<file path="config.mk">
export PLATFORM = sky130hd
export DESIGN_NAME = lab2_proc_alu_arb
export DESIGN_NICKNAME = d
export VERILOG_FILES = /design/src/rtl/lab2_proc_alu_pkg.sv /design/src/rtl/lab2_proc_ProcDpathAlu.sv /design/src/rtl/lab2_proc_alu_rr_arb2.sv /design/src/rtl/lab2_proc_alu_arb.sv
export SDC_FILE = /design/constraint.sdc
export NUM_CORES = 1
export LEC_CHECK = 0
export BUFFER_PORTS_ARGS = -buffer_cell sky130_fd_sc_hd__buf_2
export CAP_MARGIN = 0
export CORE_UTILIZATION = 30
export CTS_CLUSTER_SIZE = 40
export DETAILED_ROUTE_END_ITERATION = 12
export PLACE_DENSITY = 0.46
export SLEW_MARGIN = 20
export SYNTH_ARGS = -nofsm -noshare
export SYNTH_HDL_FRONTEND = slang
export SYNTH_SLANG_ARGS = --single-unit
export TNS_END_PERCENT = 1
</file>
<file path="constraint.sdc">
create_clock -name clk -period 6.5 [get_ports clk]
set_input_delay 1.3 -clock clk [delete_from_list [all_inputs] [get_ports clk]]
set_output_delay 1.3 -clock clk [all_outputs]
set_load 0.02 [all_outputs]
</file>
<file path="src/rtl/lab2_proc_alu_pkg.sv">
`default_nettype none
// ============================================================================
// Module   : lab2_proc_alu_pkg
// Brief    : ALU function codes, request/response message layouts and helpers
// Revision : 1.0
// ============================================================================
package lab2_proc_alu_pkg;

    localparam logic [3:0] ALU_ADD  = 4'd0;
    localparam logic [3:0] ALU_SUB  = 4'd1;
    localparam logic [3:0] ALU_AND  = 4'd2;
    localparam logic [3:0] ALU_OR   = 4'd3;
    localparam logic [3:0] ALU_XOR  = 4'd4;
    localparam logic [3:0] ALU_SLT  = 4'd5;
    localparam logic [3:0] ALU_SLTU = 4'd6;
    localparam logic [3:0] ALU_SRA  = 4'd7;
    localparam logic [3:0] ALU_SRL  = 4'd8;
    localparam logic [3:0] ALU_SLL  = 4'd9;
    localparam logic [3:0] ALU_CP0  = 4'd11;
    localparam logic [3:0] ALU_CP1  = 4'd12;

    typedef struct packed {
        logic [3:0]  fn;
        logic [31:0] in0;
        logic [31:0] in1;
    } alu_req_msg_t;

    typedef struct packed {
        logic        err;
        logic        ltu;
        logic        lt;
        logic        eq;
        logic [31:0] out;
    } alu_resp_msg_t;

    function automatic logic alu_fn_legal(input logic [3:0] fn);
        logic legal;
        case (fn)
            ALU_ADD, ALU_SUB, ALU_AND, ALU_OR, ALU_XOR, ALU_SLT, ALU_SLTU,
            ALU_SRA, ALU_SRL, ALU_SLL, ALU_CP0, ALU_CP1: legal = 1'b1;
            default:                                      legal = 1'b0;
        endcase
        return legal;
    endfunction

endpackage
`default_nettype wire

</file>
<file path="src/rtl/lab2_proc_ProcDpathAlu.sv">
`default_nettype none
// ============================================================================
// Module   : lab2_proc_ProcDpathAlu
// Brief    : Processor datapath ALU with equality/less-than comparator flags
// Revision : 1.0
// ============================================================================
module lab2_proc_ProcDpathAlu
    import lab2_proc_alu_pkg::*;
(
    input  logic [31:0] i_in0,
    input  logic [31:0] i_in1,
    input  logic [3:0]  i_fn,
    output logic [31:0] o_out,
    output logic        o_ops_eq,
    output logic        o_ops_lt,
    output logic        o_ops_ltu
);

    logic [4:0] w_shamt;

    assign w_shamt   = i_in1[4:0];
    assign o_ops_eq  = (i_in0 == i_in1);
    assign o_ops_lt  = ($signed(i_in0) < $signed(i_in1));
    assign o_ops_ltu = (i_in0 < i_in1);

    always_comb begin
        o_out = 32'h0;
        case (i_fn)
            ALU_ADD:  o_out = i_in0 + i_in1;
            ALU_SUB:  o_out = i_in0 - i_in1;
            ALU_AND:  o_out = i_in0 & i_in1;
            ALU_OR:   o_out = i_in0 | i_in1;
            ALU_XOR:  o_out = i_in0 ^ i_in1;
            ALU_SLT:  o_out = {31'h0, o_ops_lt};
            ALU_SLTU: o_out = {31'h0, o_ops_ltu};
            ALU_SRA:  o_out = $unsigned($signed(i_in0) >>> w_shamt);
            ALU_SRL:  o_out = i_in0 >> w_shamt;
            ALU_SLL:  o_out = i_in0 << w_shamt;
            ALU_CP0:  o_out = i_in0;
            ALU_CP1:  o_out = i_in1;
            default:  o_out = 32'h0;
        endcase
    end

endmodule
`default_nettype wire

</file>
<file path="src/rtl/lab2_proc_alu_rr_arb2.sv">
`default_nettype none
// ============================================================================
// Module   : lab2_proc_alu_rr_arb2
// Brief    : Two-way round-robin arbiter; the granted port loses priority
// Revision : 1.0
// ============================================================================
module lab2_proc_alu_rr_arb2 #(
    parameter int RESET_PRIO = 0
) (
    input  logic clk,
    input  logic reset,
    input  logic i_req0,
    input  logic i_req1,
    output logic o_grant0,
    output logic o_grant1
);

    logic r_prio;

    assign o_grant0 = i_req0 && (!i_req1 || (r_prio == 1'b0));
    assign o_grant1 = i_req1 && (!i_req0 || (r_prio == 1'b1));

    always_ff @(posedge clk or negedge reset) begin
        if (!reset) begin
            r_prio <= 1'(RESET_PRIO);
        end else if (o_grant0) begin
            r_prio <= 1'b1;
        end else if (o_grant1) begin
            r_prio <= 1'b0;
        end
    end

endmodule
`default_nettype wire

</file>
<file path="src/rtl/lab2_proc_alu_arb.sv">
`default_nettype none
// ============================================================================
// Module   : lab2_proc_alu_arb
// Brief    : One ALU shared by two val/rdy requesters, one-entry response
//            buffer per port (latency 1, full throughput)
// Revision : 1.0
// ============================================================================
module lab2_proc_alu_arb
    import lab2_proc_alu_pkg::*;
#(
    parameter int NPORTS     = 2,
    parameter int RESET_PRIO = 0
) (
    input  logic        clk,
    input  logic        reset,
    input  logic        req0_val,
    output logic        req0_rdy,
    input  logic [67:0] req0_msg,
    output logic        resp0_val,
    input  logic        resp0_rdy,
    output logic [35:0] resp0_msg,
    input  logic        req1_val,
    output logic        req1_rdy,
    input  logic [67:0] req1_msg,
    output logic        resp1_val,
    input  logic        resp1_rdy,
    output logic [35:0] resp1_msg,
    output logic        busy
);

    if (NPORTS != 2) begin : g_nports_check
        $error("lab2_proc_alu_arb supports exactly two ports");
    end

    logic          r_full0;
    logic          r_full1;
    alu_resp_msg_t r_rbuf0;
    alu_resp_msg_t r_rbuf1;

    logic          w_elig0;
    logic          w_elig1;
    logic          w_grant0;
    logic          w_grant1;
    alu_req_msg_t  w_req;
    alu_resp_msg_t w_resp;
    logic [31:0]   w_alu_out;
    logic          w_eq;
    logic          w_lt;
    logic          w_ltu;
    logic          w_legal;

    // A slot being drained this cycle can accept a new result at the same edge.
    assign w_elig0 = req0_val && (!r_full0 || resp0_rdy);
    assign w_elig1 = req1_val && (!r_full1 || resp1_rdy);

    lab2_proc_alu_rr_arb2 #(
        .RESET_PRIO (RESET_PRIO)
    ) u_arb (
        .clk      (clk),
        .reset    (reset),
        .i_req0   (w_elig0),
        .i_req1   (w_elig1),
        .o_grant0 (w_grant0),
        .o_grant1 (w_grant1)
    );

    assign w_req = w_grant1 ? alu_req_msg_t'(req1_msg) : alu_req_msg_t'(req0_msg);

    lab2_proc_ProcDpathAlu u_alu (
        .i_in0     (w_req.in0),
        .i_in1     (w_req.in1),
        .i_fn      (w_req.fn),
        .o_out     (w_alu_out),
        .o_ops_eq  (w_eq),
        .o_ops_lt  (w_lt),
        .o_ops_ltu (w_ltu)
    );

    assign w_legal    = alu_fn_legal(w_req.fn);
    assign w_resp.err = !w_legal;
    assign w_resp.ltu = w_ltu;
    assign w_resp.lt  = w_lt;
    assign w_resp.eq  = w_eq;
    assign w_resp.out = w_legal ? w_alu_out : 32'h0;

    always_ff @(posedge clk or negedge reset) begin
        if (!reset) begin
            r_full0 <= 1'b0;
            r_full1 <= 1'b0;
            r_rbuf0 <= '0;
            r_rbuf1 <= '0;
        end else begin
            if (w_grant0) begin
                r_full0 <= 1'b1;
                r_rbuf0 <= w_resp;
            end else if (r_full0 && resp0_rdy) begin
                r_full0 <= 1'b0;
            end
            if (w_grant1) begin
                r_full1 <= 1'b1;
                r_rbuf1 <= w_resp;
            end else if (r_full1 && resp1_rdy) begin
                r_full1 <= 1'b0;
            end
        end
    end

    assign req0_rdy  = w_grant0;
    assign req1_rdy  = w_grant1;
    assign resp0_val = r_full0;
    assign resp1_val = r_full1;
    assign resp0_msg = r_rbuf0;
    assign resp1_msg = r_rbuf1;
    assign busy      = r_full0 | r_full1;

endmodule
`default_nettype wire
</file>
==> summary.txt <==
Clocking
  • Clk_lat worst skew: around 0.34 ns
  • CTS Buffer Depth: 2
  • Root buffer cell: clkbuf_16
  • Total CTS buffers: 9
  • Post-CTS setup buffer count: 0
  • Clock-pin slew of the registers on the worst-case setup and hold paths: around 0.060 ns
  • CTS H-tree lvls: 3
  • Clock sinks: 75
  • CTS Hold Bufs: 0
  • CTS resizes: 0
  • CTS tree: done

Timing
  • Fin Hold WS: 0.474 ns
  • TNS Setup: 0 ns
  • Fin crit share: 95.3%
  • FMAX: approximately 0.16 GHz
  • Slew @ Worst Pin: ~1.1 ns
  • Rel. slew slack: between 20 and 30%
  • Fin. Hold Viols: 0
  • RSZ-0062 raised after global routing: false
  • Final Setup Violations: 0
  • Max Slew Vio Count: 0
  • Final min period: a little over 6 ns
  • Worst Skew: approximately 0.0056 ns

Global routing
  • Maximum number of pins on one net before global-route repair: between 70 and 80
  • First-pass GRT wire length: between 100000 and 150000 um
  • Vias in the first global route: 16974
  • Gr usage total: approximately 30%
  • Gr ovfl total: 0
  • Number of antenna violations at the first check in global routing: 1

Setup path
  • CP max FO: 50
  • R2R cell count: 20
  • RR Endpoint: resp0_msg[29]
  • Critical R2R Launch: resp0_val
  • Crit Path Class: in2reg
  • CP endpoint kind: flop
  • CP Launch Point: req0_val
  • Crit path DAT: roughly 6.4 ns
  • CP Capture Point: resp0_msg[29]
  • Critical Path RT: ~6.7 ns
  • Worst R2R Setup Slack: between 0.9 and 1 ns
  • Startpoint types: primary input

Layout
  • Area of the multi-input gates: approximately 0.012 mm2
  • Ratio of cells with drive above 1 in the final layout: between 10% and 20%
  • NumNets Final: 2571
  • Register area: approximately 0.0019 mm2
  • Antenna diodes: 0
  • Area delta synth->final: 15.7%
  • FILL cells: 5428
  • Post-layout util: 35.3%
  • Non-filler cells, final: 3006

Place
  • Placed Cells: about 3000
  • Number of I/O port buffers: 218
  • DP Wirelength: 64500 um
  • Gpl congestion: approximately 1

Logic synthesis
  • Top post-synthesis cells by area: mux2i_1 14%, dfrtp_1 12%, ha_1 8.1%
  • Synth Register Bits: 75
  • Most common cell in the netlist: nand2_1
  • Synth area leader: mux2i_1
  • Async set-or-reset flop fraction in the synthesized netlist: 100%
  • Post-Syn Nets: approximately 2400
  • Post-synth EDFFs: 0
  • Top FF cell, synth: dfrtp_1
  • Synth cell types: 95
  • Synthesized instance count: 2152
  • Syn_area_per_cell: approximately 7.1 um2
  • Area share of the largest cell type after synthesis: between 10% and 20%
  • Ys Warns: 0
  • Top cells by count, synth: 292 x nand2_1, 213 x mux2i_1, 205 x a21oi_1, 166 x nor2_1, 131 x o21ai_0
  • Area of the mapped netlist: ~0.015 mm2
  • Seq/Total Area, Yosys: between 10 and 15%

Status
  • Status: complete, no violations

Floorplanning
  • Core box area: 0.0503 mm2
  • Die ar.: roughly 0.052 mm2
  • I/O pin count: about 220
  • Die X: between 200 and 250 um
  • Core Rows: roughly 80
  • Initial Utilization: between 30% and 40%
  • Die Ht: between 200 and 250 um

Power
  • Lkg Pwr: 0.00807 uW
  • IR drop worst, VDD: around 0.17 mV
  • Pwr per Cell Area: ~240 mW/mm2
  • Tot Pwr: 4190 uW

Routing
  • Post-DRT Antenna Nets: 0
  • Detailed Route WL: 80500 um
  • Routed vias/inst: 5.97
  • DRC viols: 0
  • Initial drt markers: 2222
  • Via count: roughly 18000
  • Routed WL per cell: 26.8 um
  • Number of detailed-route iterations in the first pass: 5

Job
  • MaxCap Viol Count: 0

Hold path
  • HP Class: reg2reg
==> worst min path at each step <==
| stage | cells past startpoint | slack [ns] | to | startpoint |
|---|---|---|---|---|
| 6_report | 1 | 0.47 | resp1_msg[35] | resp1_msg[35] |
| 5_1_grt | 1 | 0.49 | resp1_msg[35] | resp1_msg[35] |
| 4_1_cts | 2 | 0.48 | resp0_msg[35] | resp0_msg[35] |
| 3_5_place_dp | 2 | 0.46 | resp0_msg[35] | resp0_msg[35] |
| 3_3_place_gp | 2 | 0.46 | resp0_msg[35] | resp0_msg[35] |
| 2_1_floorplan | 2 | 0.52 | u_arb.r_prio | u_arb.r_prio |
==> sequential cells by signal, indices dropped and copies added (netlist names) <==
register	count
resp0_msg	36
resp1_val	1
u_arb.r_prio	1
resp0_val	1
resp1_msg	36
==> metrics by stage <==
step / instance area (um2) / setup WS, ns
2_1_floorplan: 15300 / 0.805
3_3_place_gp: 17400 / 0.115
3_5_place_dp: 17400 / 0.0669
4_1_cts: 17700 / 0.405
5_1_grt: 17700 / 0.0578
6_report: 17700 / 0.307
==> placed cells by master, fill, tap and decap left out, types with 13 or more instances in the layout <==
cell type    n
nor2b_1     47
nand3_1     40
o31ai_1     19
mux2i_1    208
a22oi_1     24
a31oi_1     20
nor3_1      40
a21oi_1    205
or3_1       13
nand2_1    292
ha_1        99
mux2_2      47
inv_1      100
o221ai_1    18
o21ai_0    130
nand2b_1    23
buf_2      215
nor4_1      22
dfrtp_1     75
a221oi_1    17
a211oi_1    45
o21ai_1     17
a21o_1      19
nor2_1     166
buf_4      111
o21bai_1    16
o211ai_1    32
o22ai_1     43
==> logic make-up (layout without fill, tap and decap cells) <==
family          after synthesis  count (layout)  share of synthesized area [%]
buf+inv                     273             455                           8.23
compound gates              720             720                           30.9
simple gates                700             700                           20.9
fa+ha+maj                   100             100                           8.22
flops                        75              75                           12.3
xor+xnor                     13              13                          0.743
mux                         271             271                           18.8
==> final cells by class <==
cell class	instances	area share [%]
well taps	672	4.74
clock buffers	11	1.43
repair buffers	330	11.3
inverters	109	2.34
multi-input cells	1804	69.2
clock inverters	5	0.473
flip-flops and latches	75	10.6
==> critical path, stage by stage <==
cell and delay (ns):
buf_2 0.10, inv_2 0.04, o311ai_4 0.69, inv_4 0.21
buf_12 0.29, mux2i_1 0.50, inv_1 0.10, ha_1 0.56
nand3_1 0.31, nor4_1 0.39, buf_4 0.20, nand2_1 0.04
o211ai_1 0.19, buf_4 0.21, o31ai_1 0.08, buf_4 0.16
o31ai_1 0.33, a2bb2oi_1 0.21, nor2_1 0.05, and4b_1 0.29
o21ai_0 0.09
==> power breakdown <==
group	leakage (uW)	internal, uW	total [uW]	switching, uW
sequential	0.000937	627	717	90.4
clock	0.000158	358	560	202
combinational	0.00698	980	2910	1930
total	0.00807	1960	4190	2220
==> layer usage <==
metal	global-route usage (%)	routed length, um
met4	7.80	2380
met5	0	0
met2	49.9	37600
met3	3.71	4750
met1	40.5	35700
Note: power is estimated with default switching activity, not from simulation.
